==> src/rtl/vga_sync.sv <==
// vga_sync: 640x480 VGA timing generator for the pong display.
// Runs on the system clock and advances one pixel per p_tick. Provides
// active-low hsync/vsync, the current pixel coordinates, a visible-area
// flag and a one-clk strobe on the last pixel of each frame.
module vga_sync #(
  parameter int H_DISPLAY = 640,
  parameter int H_FRONT   = 16,
  parameter int H_SYNC    = 96,
  parameter int H_BACK    = 48,
  parameter int V_DISPLAY = 480,
  parameter int V_FRONT   = 10,
  parameter int V_SYNC    = 2,
  parameter int V_BACK    = 33
) (
  input  logic       clk,
  input  logic       reset,
  input  logic       p_tick,
  output logic       hsync,
  output logic       vsync,
  output logic       video_on,
  output logic [9:0] x,
  output logic [9:0] y,
  output logic       frame_tick
);

  // Totals must stay within 1024 so the 10-bit counters can hold them.
  localparam int H_TOTAL = H_DISPLAY + H_FRONT + H_SYNC + H_BACK;
  localparam int V_TOTAL = V_DISPLAY + V_FRONT + V_SYNC + V_BACK;

  localparam logic [9:0] H_MAX    = 10'(H_TOTAL - 1);
  localparam logic [9:0] V_MAX    = 10'(V_TOTAL - 1);
  localparam logic [9:0] H_VIS    = 10'(H_DISPLAY);
  localparam logic [9:0] V_VIS    = 10'(V_DISPLAY);
  localparam logic [9:0] HS_START = 10'(H_DISPLAY + H_FRONT);
  localparam logic [9:0] HS_END   = 10'(H_DISPLAY + H_FRONT + H_SYNC - 1);
  localparam logic [9:0] VS_START = 10'(V_DISPLAY + V_FRONT);
  localparam logic [9:0] VS_END   = 10'(V_DISPLAY + V_FRONT + V_SYNC - 1);

  logic [9:0] h_count;
  logic [9:0] v_count;
  logic [9:0] h_next;
  logic [9:0] v_next;
  logic       h_last;
  logic       v_last;

  // Sync pulses are active-low inside the inclusive [lo, hi] window.
  function automatic logic sync_level(input logic [9:0] cnt,
                                      input logic [9:0] lo,
                                      input logic [9:0] hi);
    sync_level = !((cnt >= lo) && (cnt <= hi));
  endfunction

  assign h_last = (h_count == H_MAX);
  assign v_last = (v_count == V_MAX);

  // Next-state counters: advance on p_tick, v steps when h wraps.
  always_comb begin
    h_next = h_count;
    v_next = v_count;
    if (p_tick) begin
      if (h_last) begin
        h_next = '0;
        if (v_last) begin
          v_next = '0;
        end else begin
          v_next = v_count + 10'd1;
        end
      end else begin
        h_next = h_count + 10'd1;
      end
    end
  end

  // Counter and sync registers; syncs are decoded from the next-state
  // counters so they line up with the counters without a skew cycle.
  always_ff @(posedge clk) begin
    if (reset) begin
      h_count <= '0;
      v_count <= '0;
      hsync   <= 1'b1;
      vsync   <= 1'b1;
    end else begin
      h_count <= h_next;
      v_count <= v_next;
      hsync   <= sync_level(h_next, HS_START, HS_END);
      vsync   <= sync_level(v_next, VS_START, VS_END);
    end
  end

  assign x          = h_count;
  assign y          = v_count;
  assign video_on   = (h_count < H_VIS) && (v_count < V_VIS);
  assign frame_tick = p_tick && h_last && v_last;

endmodule

==> config.mk <==
export PLATFORM = sky130hd
export DESIGN_NAME = vga_sync
export DESIGN_NICKNAME = d
export VERILOG_FILES = /design/src/rtl/vga_sync.sv
export SDC_FILE = /design/constraint.sdc
export NUM_CORES = 1
export LEC_CHECK = 0
export CAP_MARGIN = 25
export CORE_MARGIN = 5
export CORE_UTILIZATION = 49
export DETAILED_ROUTE_END_ITERATION = 8
export MAX_ROUTING_LAYER = met4
export PLACE_DENSITY = 0.78
export SYNTH_ARGS = -nofsm -noshare
export SYNTH_HDL_FRONTEND = slang
export SYNTH_SLANG_ARGS = --single-unit
==> constraint.sdc <==
create_clock -name clk -period 3.3 [get_ports clk]
set_clock_uncertainty 0.15 [all_clocks]
set_input_delay 0.66 -clock clk [delete_from_list [all_inputs] [get_ports clk]]
set_output_delay 0.66 -clock clk [all_outputs]
set_load 0.1 [all_outputs]
* Yosys cells after proc, flatten, opt, wreduce, memory -nomap -nowiden *
Index checks and enable logic that the tools add are counted.

storage, ports and cells
  flip-flop bits (word level) = 22
  input port bits = 3
  logic and storage cells = 26

operators by class
  equality and inequality tests = 2
  reduce and logical (&&, ||, !) cells = 7
  order comparisons = 6
  add/subtract/negate cells = 2
  mux-type cells = 5

operators by type and width
  cell                     number
  $mux W10                 5
  $add A10 B1 Y10 const B  2
  $eq A10 B10 Y1 const B   2
  $ge A10 B10 Y1 const B   1
  $ge A10 B9 Y1 const B    1
  $le A10 B10 Y1 const B   1
  $le A10 B9 Y1 const B    1
  $lt A10 B10 Y1 const B   1
  $lt A10 B9 Y1 const B    1
  $logic_and A1 B1 Y1      5
  $logic_not A1 Y1         2

* Logic depth before layout (Yosys ltp) *
  depth after elaboration = 7
  gate-level depth with buffers = 8

* Least setup slack after synthesis *
OpenSTA, ideal clock, no wires.

  path kind = reg-to-output
  start = reg h_count[0], in the netlist x[0]
  end = out frame_tick
  path buffers = 1
  slack = -0.719 ns
  arrival time = 3.209 ns
  required time = 2.490 ns
  cell stages (with the launch flop) = 6
  path through = dfxtp_1 -> ha_1 -> or4b_4 -> nor3_1 -> clkbuf_1 -> and2_1

on the way
  longest elaborated chain between the ends = 3

RTL lines
  element                           line  text
  start, declared                   39    logic [9:0] h_count;
  start signal, assigned            83    h_count <= h_next;
  $eq A10 B10 Y1                    53    assign h_last = (h_count == H_MAX);
  $logic_and A1 B1 Y1 (2 in a row)  93    assign frame_tick = p_tick && h_last && v_last;
  end, declared                     23    output logic frame_tick

Every way passes these cells.

* Worst setup path after layout *
  start = reg v_count[0], in the netlist y[0]
  end = out frame_tick

on the way
  longest elaborated chain between the ends = 2

RTL lines
  element                 line  text
  start, declared         40    logic [9:0] v_count;
  start signal, assigned  84    v_count <= v_next;
  $eq A10 B10 Y1          54    assign v_last = (v_count == V_MAX);
  $logic_and A1 B1 Y1     93

Every way passes these cells.

==> results.md <==
- Status: complete, no violations
- Vias in the first global route: 1177
- Fin. Hold Viols: 0
- Post-CTS Setup Bufs: 0
- CP max stage delay: 610 ps
- CTS clk-pin slew, worst paths: 120 ps
- Diode count: 0
- Total gr overflow: 0
- Path depth of the worst reg2reg path: 7
- Worst hold start: y[0]
- Switching fraction of total power: 23.04%
- CTS max path bufs: 2
- Syn_area_per_cell: 7.802 sq um
- I/O pin total: 27
- Min Tclk post-route: 3109 ps
- Final cell count without fillers: 213
- Worst Path Required: 2490 ps
- CP Launch Type: flop
- Fillcell total: 223
- Core area: 2432 sq um
- Die H: 60 microns
- Final setup viols: 0
- Fin worst setup slack: 190.8 ps
- NetSw: 0.1204 mW
- Top post-synthesis cells by area: dfxtp_1 36%, nor2_1 6.1%, nor3_1 5.7%
- # H-tree levels: 1
- Cts repair resizes: 0
- Initial Util: 50.36%
- DRC Markers: 0
- Setup slack, reg-to-reg: 420 ps
- Post-DP Area: 1480 sq um
- Hold path endpoint: y[0]
- Max-cap violations: 0
- Layout net count: 190
- Routability congestion estimate: 0.8689
- Initial DRC count: 70
- Ys async rst share: 0%
- RSZ-0062 raised after global routing: no
- Global-route wire length before repair: 5.285 mm
- Yosys reg bits: 22
- Dpl cells: 209
- Critical Path Fanout Max: 6
- Internal cell power: 0.4024 mW
- PortBufs: 26
- Via/cell ratio: 5.934
- Post-synth top flop: dfxtp_1
- Vias: 1264
- Max rail drop VDD: 0.0002627 V
- Drt wl/cell: 14.81 microns
- TritonCTS clock tree: built
- Number of hold buffers added after cts: 0
- Seq/Total Area, Yosys: 35.96%
- Design area: 1533 sq um
- F_max: 321.6 MHz
- DR pass1 iterations: 5
- Worst-Margin Slew: 754.7 ps
- Hold Path Stages: 2
- Overall global routing resource usage: 20.10%
- ANT nets after route: 0
- Layout cells sized above 1: 21.31%
- Cell with the most instances after synthesis: dfxtp_1
- Cell count after synthesis: 157
- RR Endpoint: vsync
- Area Overhead vs Synth: 25.13%
- Buffer and inverter count on the worst path: 2
- Die Footprint: 3600 sq um
- Clk sinks: 22
- Place WS: 316.7 ps
- Comb pwr share: 7.5%
- Part of the power in registers: 52.3%
- R2R Path Start: x[0]
- Num CTS Buffers: 3
- Cell taking the most area after synthesis: dfxtp_1
- Crit Path Category: reg -> out
- Synth unique cells: 37
- Hold crit path type: reg -> reg
- Final wirelength: 3.154 mm
- Die X-Extent: 60 microns
- Element type at the critical path end: primary output
- Relative slew slack: 49.53%
- Power per Cell Area: 341.1 nW/um^2
- CP top delay family: simple AND/OR/NAND/NOR gates
- Worst-Skew Late Latency: 320 ps
- Fin. max-slew vios: 0
- Clock share of power: 40.2%
- Cells along the critical path: inv_1 -> ha_1 -> or4b_2 -> nor3_1 -> and2_4 -> buf_12
- Slowest cell on crit path: or4b_2
- Hpwl dp: 2.274 mm
- Setup TNS: 0 ps
- Post-Syn Area: 1225 sq um
- Leakage: 0.5556 nW
- Mapped Nets: 163
- Finished Core Util: 63.01%
- Worst EP arrival: 2300 ps
- Cell row count: 18
- Synth Warn #: 0
- Clk root buf: clkbuf_4
- Antenna violations before repair: 0
- Pin count of the biggest net entering global routing: 22
- EDFF count, synth: 0
- Post-synth top area share: 35.96%
- Fin crit share: 94.22%
- Synth cell count leaders: 22 x dfxtp_1, 20 x nor2_1, 14 x nor3_1, 12 x nand2_1, 9 x nand3_1
-- layout by cell type (no fill, tap or decap), types with 3 or more instances in the layout --
| cell type | count |
|---|---|
| buf_4 | 27 |
| nor3_1 | 14 |
| inv_1 | 3 |
| clkbuf_4 | 3 |
| nand4_1 | 8 |
| xnor2_1 | 4 |
| a21oi_1 | 6 |
| nand3_1 | 9 |
| dfxtp_1 | 20 |
| or3_1 | 4 |
| nor2_1 | 20 |
| ha_1 | 3 |
| nand2_1 | 12 |
| o21ai_0 | 6 |
| xor2_1 | 8 |
-- worst min-delay path, stage by stage, from the launching register on --
cell	delay, ps
dfxtp_1	380
nand2_1	70
a21oi_1	50
-- routing by layer --
| metal | part of all wire, % | vias up | global-route usage [%] |
|---|---|---|---|
| met5 | 0 | - | - |
| met4 | 0.86 | 0 | 8.228 |
| met3 | 7.6 | 4 | 4.536 |
| met2 | 48 | 65 | 31.64 |
| met1 | 44 | 578 | 24.67 |
| li1 | - | 617 | - |
-- cell families after synthesis --
group,after synthesis,share of synthesized area (%)
simple gates,83,35.55
compound gates,24,11.85
flops,22,35.95
xor+xnor,12,8.580
buf+inv,11,3.371
fa+ha+maj,3,3.065
mux,2,1.634
-- power by group through the flow --
stage,combinational (mW),sequential (mW),clock [mW]
2_1_floorplan,0.0111,0.297,0
3_3_place_gp,0.0389,0.279,0
3_5_place_dp,0.0394,0.279,0
4_1_cts,0.0395,0.273,0.216
5_1_grt,0.0411,0.274,0.227
6_report,0.0392,0.273,0.210
-- cell type report --
type | instances | area [sq um] | share of cell area, %
clock inverter | 1 | 30.03 | 1.959
tap | 30 | 37.54 | 2.449
timing repair buffer | 30 | 242.7 | 15.84
sequential | 22 | 442.9 | 28.90
clock buffer | 3 | 22.52 | 1.469
multi-input combinational | 124 | 745.7 | 48.65
inverter | 3 | 11.26 | 0.7347
-- worst max-delay path by stage --
| stage | endpoint | start | cells past startpoint | slack [ps] |
|---|---|---|---|---|
| 6_report | frame_tick | y[0] | 6 | 190 |
| 5_1_grt | frame_tick | y[0] | 6 | 70 |
| 4_1_cts | frame_tick | y[0] | 6 | 200 |
| 3_5_place_dp | vsync | p_tick | 7 | 320 |
| 3_3_place_gp | vsync | p_tick | 7 | 360 |
| 2_1_floorplan | frame_tick | x[0] | 5 | 70 |
-- registers in the layout, indices dropped and copies added, names as in the netlist --
register  flops
hsync         1
y            10
vsync         1
x            10
-- stage by stage --
| step | hold slack [ps] | total power, mW |
|---|---|---|
| after floorplan | 602.8 | 0.3085 |
| after global placement | 371.9 | 0.3180 |
| after detailed placement | 379.1 | 0.3187 |
| after CTS | 394.6 | 0.5286 |
| after global routing | 430.4 | 0.5427 |
| final | 395.7 | 0.5228 |
Power figures use the tool's default switching activity.
